$ cat src/rtl/regfile_write_arbiter_if.sv
// Two writeback request channels plus the register-file write port they share.
// The master drives the requests and observes the write port; the slave is the arbiter.
interface regfile_write_arbiter_if #(
  parameter int DATA_WIDTH = 32,
  parameter int ADDR_WIDTH = 5
);
  logic                  req0_valid;
  logic [ADDR_WIDTH-1:0] req0_addr;
  logic [DATA_WIDTH-1:0] req0_data;
  logic                  req0_ready;

  logic                  req1_valid;
  logic [ADDR_WIDTH-1:0] req1_addr;
  logic [DATA_WIDTH-1:0] req1_data;
  logic                  req1_ready;

  logic                  wr_enable;
  logic [ADDR_WIDTH-1:0] wr_addr;
  logic [DATA_WIDTH-1:0] wr_data;

  modport master (
    output req0_valid, req0_addr, req0_data,
    input  req0_ready,
    output req1_valid, req1_addr, req1_data,
    input  req1_ready,
    input  wr_enable, wr_addr, wr_data
  );

  modport slave (
    input  req0_valid, req0_addr, req0_data,
    output req0_ready,
    input  req1_valid, req1_addr, req1_data,
    output req1_ready,
    output wr_enable, wr_addr, wr_data
  );
endinterface

$ cat src/rtl/regfile_write_arbiter.sv
// Round-robin arbiter for the register-file write port: ALU (req0) vs load (req1); one registered
// write stage (handshake to regfile update = 2 edges), ready is combinational and dropped while hold=1.
module regfile_write_arbiter #(
  parameter int DATA_WIDTH = 32,
  parameter int ADDR_WIDTH = 5,
  parameter int CNT_WIDTH  = 16
) (
  input  logic                 clk,
  input  logic                 reset_n,
  input  logic                 hold,
  input  logic                 count_clear,
  regfile_write_arbiter_if.slave bus,
  output logic                 last_grant,
  output logic [CNT_WIDTH-1:0] stall_count0,
  output logic [CNT_WIDTH-1:0] stall_count1
);

  localparam logic [CNT_WIDTH-1:0] CNT_ONE = {{(CNT_WIDTH-1){1'b0}}, 1'b1};
  localparam logic [CNT_WIDTH-1:0] CNT_MAX = {CNT_WIDTH{1'b1}};

  logic                  prio_q, prio_d;
  logic                  last_grant_q, last_grant_d;
  logic                  wr_enable_q, wr_enable_d;
  logic [ADDR_WIDTH-1:0] wr_addr_q, wr_addr_d;
  logic [DATA_WIDTH-1:0] wr_data_q, wr_data_d;
  logic [CNT_WIDTH-1:0]  stall_count0_q, stall_count0_d;
  logic [CNT_WIDTH-1:0]  stall_count1_q, stall_count1_d;

  logic grant0;
  logic grant1;
  logic stall0;
  logic stall1;

  // reset_n gates the grants so ready stays low for the whole reset interval.
  always_comb begin
    grant0 = reset_n & ~hold & bus.req0_valid & (~bus.req1_valid | ~prio_q);
    grant1 = reset_n & ~hold & bus.req1_valid & (~bus.req0_valid |  prio_q);
    stall0 = bus.req0_valid & ~grant0;
    stall1 = bus.req1_valid & ~grant1;
  end

  always_comb begin
    prio_d       = prio_q;
    last_grant_d = last_grant_q;
    wr_enable_d  = 1'b0;
    wr_addr_d    = wr_addr_q;
    wr_data_d    = wr_data_q;
    if (grant0) begin
      prio_d       = 1'b1;
      last_grant_d = 1'b0;
      wr_addr_d    = bus.req0_addr;
      wr_data_d    = bus.req0_data;
      wr_enable_d  = (bus.req0_addr != '0);
    end else if (grant1) begin
      prio_d       = 1'b0;
      last_grant_d = 1'b1;
      wr_addr_d    = bus.req1_addr;
      wr_data_d    = bus.req1_data;
      wr_enable_d  = (bus.req1_addr != '0);
    end
  end

  // Saturating stall counters; clear wins over a same-cycle increment.
  always_comb begin
    stall_count0_d = stall_count0_q;
    stall_count1_d = stall_count1_q;
    if (count_clear) begin
      stall_count0_d = '0;
      stall_count1_d = '0;
    end else begin
      if (stall0 && (stall_count0_q != CNT_MAX)) begin
        stall_count0_d = stall_count0_q + CNT_ONE;
      end
      if (stall1 && (stall_count1_q != CNT_MAX)) begin
        stall_count1_d = stall_count1_q + CNT_ONE;
      end
    end
  end

  always_ff @(posedge clk or negedge reset_n) begin
    if (!reset_n) begin
      prio_q         <= 1'b0;
      last_grant_q   <= 1'b0;
      wr_enable_q    <= 1'b0;
      wr_addr_q      <= '0;
      wr_data_q      <= '0;
      stall_count0_q <= '0;
      stall_count1_q <= '0;
    end else begin
      prio_q         <= prio_d;
      last_grant_q   <= last_grant_d;
      wr_enable_q    <= wr_enable_d;
      wr_addr_q      <= wr_addr_d;
      wr_data_q      <= wr_data_d;
      stall_count0_q <= stall_count0_d;
      stall_count1_q <= stall_count1_d;
    end
  end

  assign bus.req0_ready = grant0;
  assign bus.req1_ready = grant1;
  assign bus.wr_enable  = wr_enable_q;
  assign bus.wr_addr    = wr_addr_q;
  assign bus.wr_data    = wr_data_q;
  assign last_grant     = last_grant_q;
  assign stall_count0   = stall_count0_q;
  assign stall_count1   = stall_count1_q;

endmodule

$ cat src/flat_wrapper.sv
// flat-port wrapper written by rule: the top's interface ports become plain ports
module regfile_write_arbiter_flat 
#(
  parameter int DATA_WIDTH = 32,
  parameter int ADDR_WIDTH = 5,
  parameter int CNT_WIDTH  = 16
)
  (clk, reset_n, hold, count_clear, last_grant, stall_count0, stall_count1, bus_req0_valid, bus_req0_addr, bus_req0_data, bus_req0_ready, bus_req1_valid, bus_req1_addr, bus_req1_data, bus_req1_ready, bus_wr_enable, bus_wr_addr, bus_wr_data);
  regfile_write_arbiter_if #(.DATA_WIDTH(DATA_WIDTH), .ADDR_WIDTH(ADDR_WIDTH)) bus_i ();
  input  logic clk;
  input  logic reset_n;
  input  logic hold;
  input  logic count_clear;
  output logic last_grant;
  output logic [CNT_WIDTH-1:0] stall_count0;
  output logic [CNT_WIDTH-1:0] stall_count1;
  input wire logic [$bits(bus_i.req0_valid)-1:0] bus_req0_valid;
  input wire logic [$bits(bus_i.req0_addr)-1:0] bus_req0_addr;
  input wire logic [$bits(bus_i.req0_data)-1:0] bus_req0_data;
  output wire logic [$bits(bus_i.req0_ready)-1:0] bus_req0_ready;
  input wire logic [$bits(bus_i.req1_valid)-1:0] bus_req1_valid;
  input wire logic [$bits(bus_i.req1_addr)-1:0] bus_req1_addr;
  input wire logic [$bits(bus_i.req1_data)-1:0] bus_req1_data;
  output wire logic [$bits(bus_i.req1_ready)-1:0] bus_req1_ready;
  output wire logic [$bits(bus_i.wr_enable)-1:0] bus_wr_enable;
  output wire logic [$bits(bus_i.wr_addr)-1:0] bus_wr_addr;
  output wire logic [$bits(bus_i.wr_data)-1:0] bus_wr_data;
  assign bus_i.req0_valid = bus_req0_valid;
  assign bus_i.req0_addr = bus_req0_addr;
  assign bus_i.req0_data = bus_req0_data;
  assign bus_req0_ready = bus_i.req0_ready;
  assign bus_i.req1_valid = bus_req1_valid;
  assign bus_i.req1_addr = bus_req1_addr;
  assign bus_i.req1_data = bus_req1_data;
  assign bus_req1_ready = bus_i.req1_ready;
  assign bus_wr_enable = bus_i.wr_enable;
  assign bus_wr_addr = bus_i.wr_addr;
  assign bus_wr_data = bus_i.wr_data;
  regfile_write_arbiter #(.DATA_WIDTH(DATA_WIDTH), .ADDR_WIDTH(ADDR_WIDTH), .CNT_WIDTH(CNT_WIDTH)) u_core (.clk(clk), .reset_n(reset_n), .hold(hold), .count_clear(count_clear), .bus(bus_i), .last_grant(last_grant), .stall_count0(stall_count0), .stall_count1(stall_count1));
endmodule
$ cat config.mk
export PLATFORM = sky130hd
export DESIGN_NAME = regfile_write_arbiter_flat
export DESIGN_NICKNAME = d
export VERILOG_FILES = /design/src/rtl/regfile_write_arbiter_if.sv /design/src/rtl/regfile_write_arbiter.sv /design/src/flat_wrapper.sv
export SDC_FILE = /design/constraint.sdc
export NUM_CORES = 1
export LEC_CHECK = 0
export ABC_CLOCK_PERIOD_IN_PS = 2000
export BUFFER_PORTS_ARGS = -buffer_cell sky130_fd_sc_hd__buf_2
export CORE_MARGIN = 1
export CORE_UTILIZATION = 49
export DETAILED_ROUTE_END_ITERATION = 10
export PLACE_DENSITY = 0.84
export REMOVE_ABC_BUFFERS = 1
export SYNTH_ARGS = -nofsm -noshare
export SYNTH_HDL_FRONTEND = slang
export SYNTH_SLANG_ARGS = --single-unit
$ cat constraint.sdc
create_clock -name clk -period 2 [get_ports clk]
set_input_delay 0.3 -clock clk [delete_from_list [all_inputs] [get_ports clk]]
set_output_delay 0.3 -clock clk [all_outputs]
set_load 0.01 [all_outputs]
==> results.cfg <==
[timing]
finalMaxSlewViolations = 0
rsz0062_at_grt = no
fin_ws_ns = 0.1131
hold_slack_ns = 0.06432
finalSetupViolCount = 0
hold_viol = 0
fin_setup_tns_ns = 0
maxSlewHeadroom_pct = 59.15
finalCriticalPeriod_ns = 1.887
worstMarginPinSlew_ns = 0.6127
fmax_mhz = 530.0
final.period_utilization_pct = 94.35
finClkSkew_ns = 0.006966

[setup_path]
crit_path_end_kind = flip-flop
worstPathArrival_ns = 2.12
crit_slowest_cell = a2111o_1
cpPeakStageDelay_ns = 0.48
worst-setup-path-type = reg -> reg
path_cells = nand4_2 -> a2111o_1 -> a211oi_1 -> mux2_2
rr_startpoint = u_core.stall_count1[3]$_DFFE_PN0P_
cp_data_required_time_ns = 2.23
r2r_slack_ns = 0.11
cp_max_fo = 7
crit_family = compound AO/OA/AOI/OAI gates
cp-start-kind = flip-flop
crit_cells = 4
r2r_cells = 4
r2r_end = u_core.stall_count1[9]$_DFFE_PN0P_
crit_buf_inv = 0

[synth]
ys_seq_elements = 72
syn_area_um2 = 3796
syn_inst = 399
synth_edf_count = 0
netlist.area_leader.share_pct = 47.46
synthArstFlopShare_pct = 100.0
synth_area_per_cell_um2 = 9.514
synth_common_cells = nand2_1 (83), dfrtp_1 (72), a22oi_1 (33)
synth_cell_types = 45
synth_area_leaders = dfrtp_1 (47%), nand2_1 (8.2%), a22oi_1 (6.5%)
ys.flop_type = dfrtp_1
yosysMostFrequentCell = nand2_1
synth_top_cell_by_area = dfrtp_1
yosysWarningCount = 0
ys_seq_area_share_pct = 47.46

[cts]
post_cts_buffers = 0
clock-sinks = 72
cts_root_buf = clkbuf_8
clk_pin_slew_ns = 0.08
clk_path_buf_depth = 2
clk_latency_ns = 0.34
cts_resized = 0
cts-htree-levels = 3
cts_tree = done
numCtsBuffers = 9

[routing]
dr.pass1.iters = 4
vias = 3607
ant_nets = 0
via_per_inst = 5.490
drt_iter0_drc = 171
drt_wl_total_um = 9872
drt-wirelength-per-cell_um = 15.03
drcViolationCount = 0

[floorplanning]
initial_core_util_pct = 51.51
die_h_um = 90.02
die_w_um = 90.02
io_pins = 153
rows = 31
dieArea_um2 = 8104
coreArea_um2 = 7370

[layout]
diodes = 0
final_cells = 657
layout-drive-gt1-share_pct = 37.63
final_cell_area_um2 = 4982
fin_util_pct = 67.61
fillers = 628
areaGrowthSynthToFinish_pct = 31.25
num-nets-final = 635

[global_routing]
grt_pass1_wl_um = 16050
gr-usage-all-layers_pct = 24.79
grt_pass1_vias = 3380
gr-total-overflow = 0
grt_max_degree = 52
antenna_found_initial = 0

[run_status]
outcome = complete, no violations

[placement]
place.gp.congestion = 0.8443
dp_cells = 640
place_ws_ns = 0.1475
port_buffers = 152
dp.final_hpwl_um = 7208
dpl-instance-area_um2 = 4727

[flow_run]
cap_viol_max_count = 0

[min_path]
hp-class = in -> async

[power_and_ir_drop]
power.density_nw_per_um2 = 761.7
p_leak_nw = 2.542
ir_drop_mv = 0.4536
p_total_mw = 3.795
sequential cells by signal (all words and copies together), names as in the netlist:
signal	count
u_core.bus.wr_addr	5
u_core.bus.wr_data	32
u_core.bus.wr_enable	1
u_core.last_grant	1
u_core.prio_q	1
u_core.stall_count0	16
u_core.stall_count1	16
final cells by class:
| type | instances | area (um2) | share of cell area [%] |
|---|---|---|---|
| inverter | 11 | 41.29 | 0.8287 |
| tap | 99 | 123.9 | 2.486 |
| multi-input combinational | 293 | 1862 | 37.37 |
| clock inverter | 5 | 103.9 | 2.084 |
| clock buffer | 11 | 141.4 | 2.838 |
| timing repair buffer | 166 | 908.4 | 18.23 |
| sequential | 72 | 1802 | 36.16 |
kinds of logic after synthesis:
| kind of cell | Yosys count | synth area share, % |
|---|---|---|
| buffers and inverters | 34 | 3.592 |
| AOI/OAI and AO/OA | 84 | 15.75 |
| muxes | 23 | 6.658 |
| DFF | 72 | 47.46 |
| and+or+nand+nor | 184 | 25.87 |
| adders and majority gates | 2 | 0.6591 |
how the worst max path moves through the flow:
stage / startpoint / to / slack [ns]
6_report: u_core.stall_count1[3]$_DFFE_PN0P_ / u_core.stall_count1[9]$_DFFE_PN0P_ / 0.11
5_1_grt: u_core.stall_count1[3]$_DFFE_PN0P_ / u_core.stall_count1[11]$_DFFE_PN0P_ / 0.004
4_1_cts: u_core.stall_count0[0]$_DFFE_PN0P_ / u_core.stall_count0[0]$_DFFE_PN0P_ / 0.12
3_5_place_dp: u_core.stall_count1[3]$_DFFE_PN0P_ / u_core.stall_count1[9]$_DFFE_PN0P_ / 0.15
3_3_place_gp: reset_n / u_core.stall_count1[11]$_DFFE_PN0P_ / 0.20
2_1_floorplan: hold / u_core.bus.wr_data[17]$_DFFE_PN0P_ / 0.005
repair_timing:
action / CTS / global route
hold buffers: 1 / 0
endpoints found under the setup margin: 0 / 3
hold endpoints to repair: 24 / 0
routing by layer:
layer  part of all wire (%)  global-route usage (%)
met3                    5.4                   4.484
met4                    1.1                   7.258
met2                     51                   43.38
met1                     42                   31.22
met5                      0                       0
power breakdown:
group / switching [mW] / internal, mW / total [mW]
Combinational: 0.383 / 0.289 / 0.672
Sequential: 0.0971 / 1.62 / 1.72
Clock: 0.540 / 0.863 / 1.40
cells in the final DEF (no fill, tap or decap), types with 5 or more instances in the layout:
cell type and instances:
nand2_1 83, inv_1 11, mux2_2 17, nor2b_1 18
clkbuf_8 10, dfrtp_1 72, a211oi_1 9, nor2_1 22
nand3_1 10, a21oi_1 12, buf_4 11, nor4_1 9
o31ai_1 8, or4_1 8, buf_2 151, o21ai_0 12
a22oi_1 33, mux2i_1 5
(Power assumes the default switching activity.)
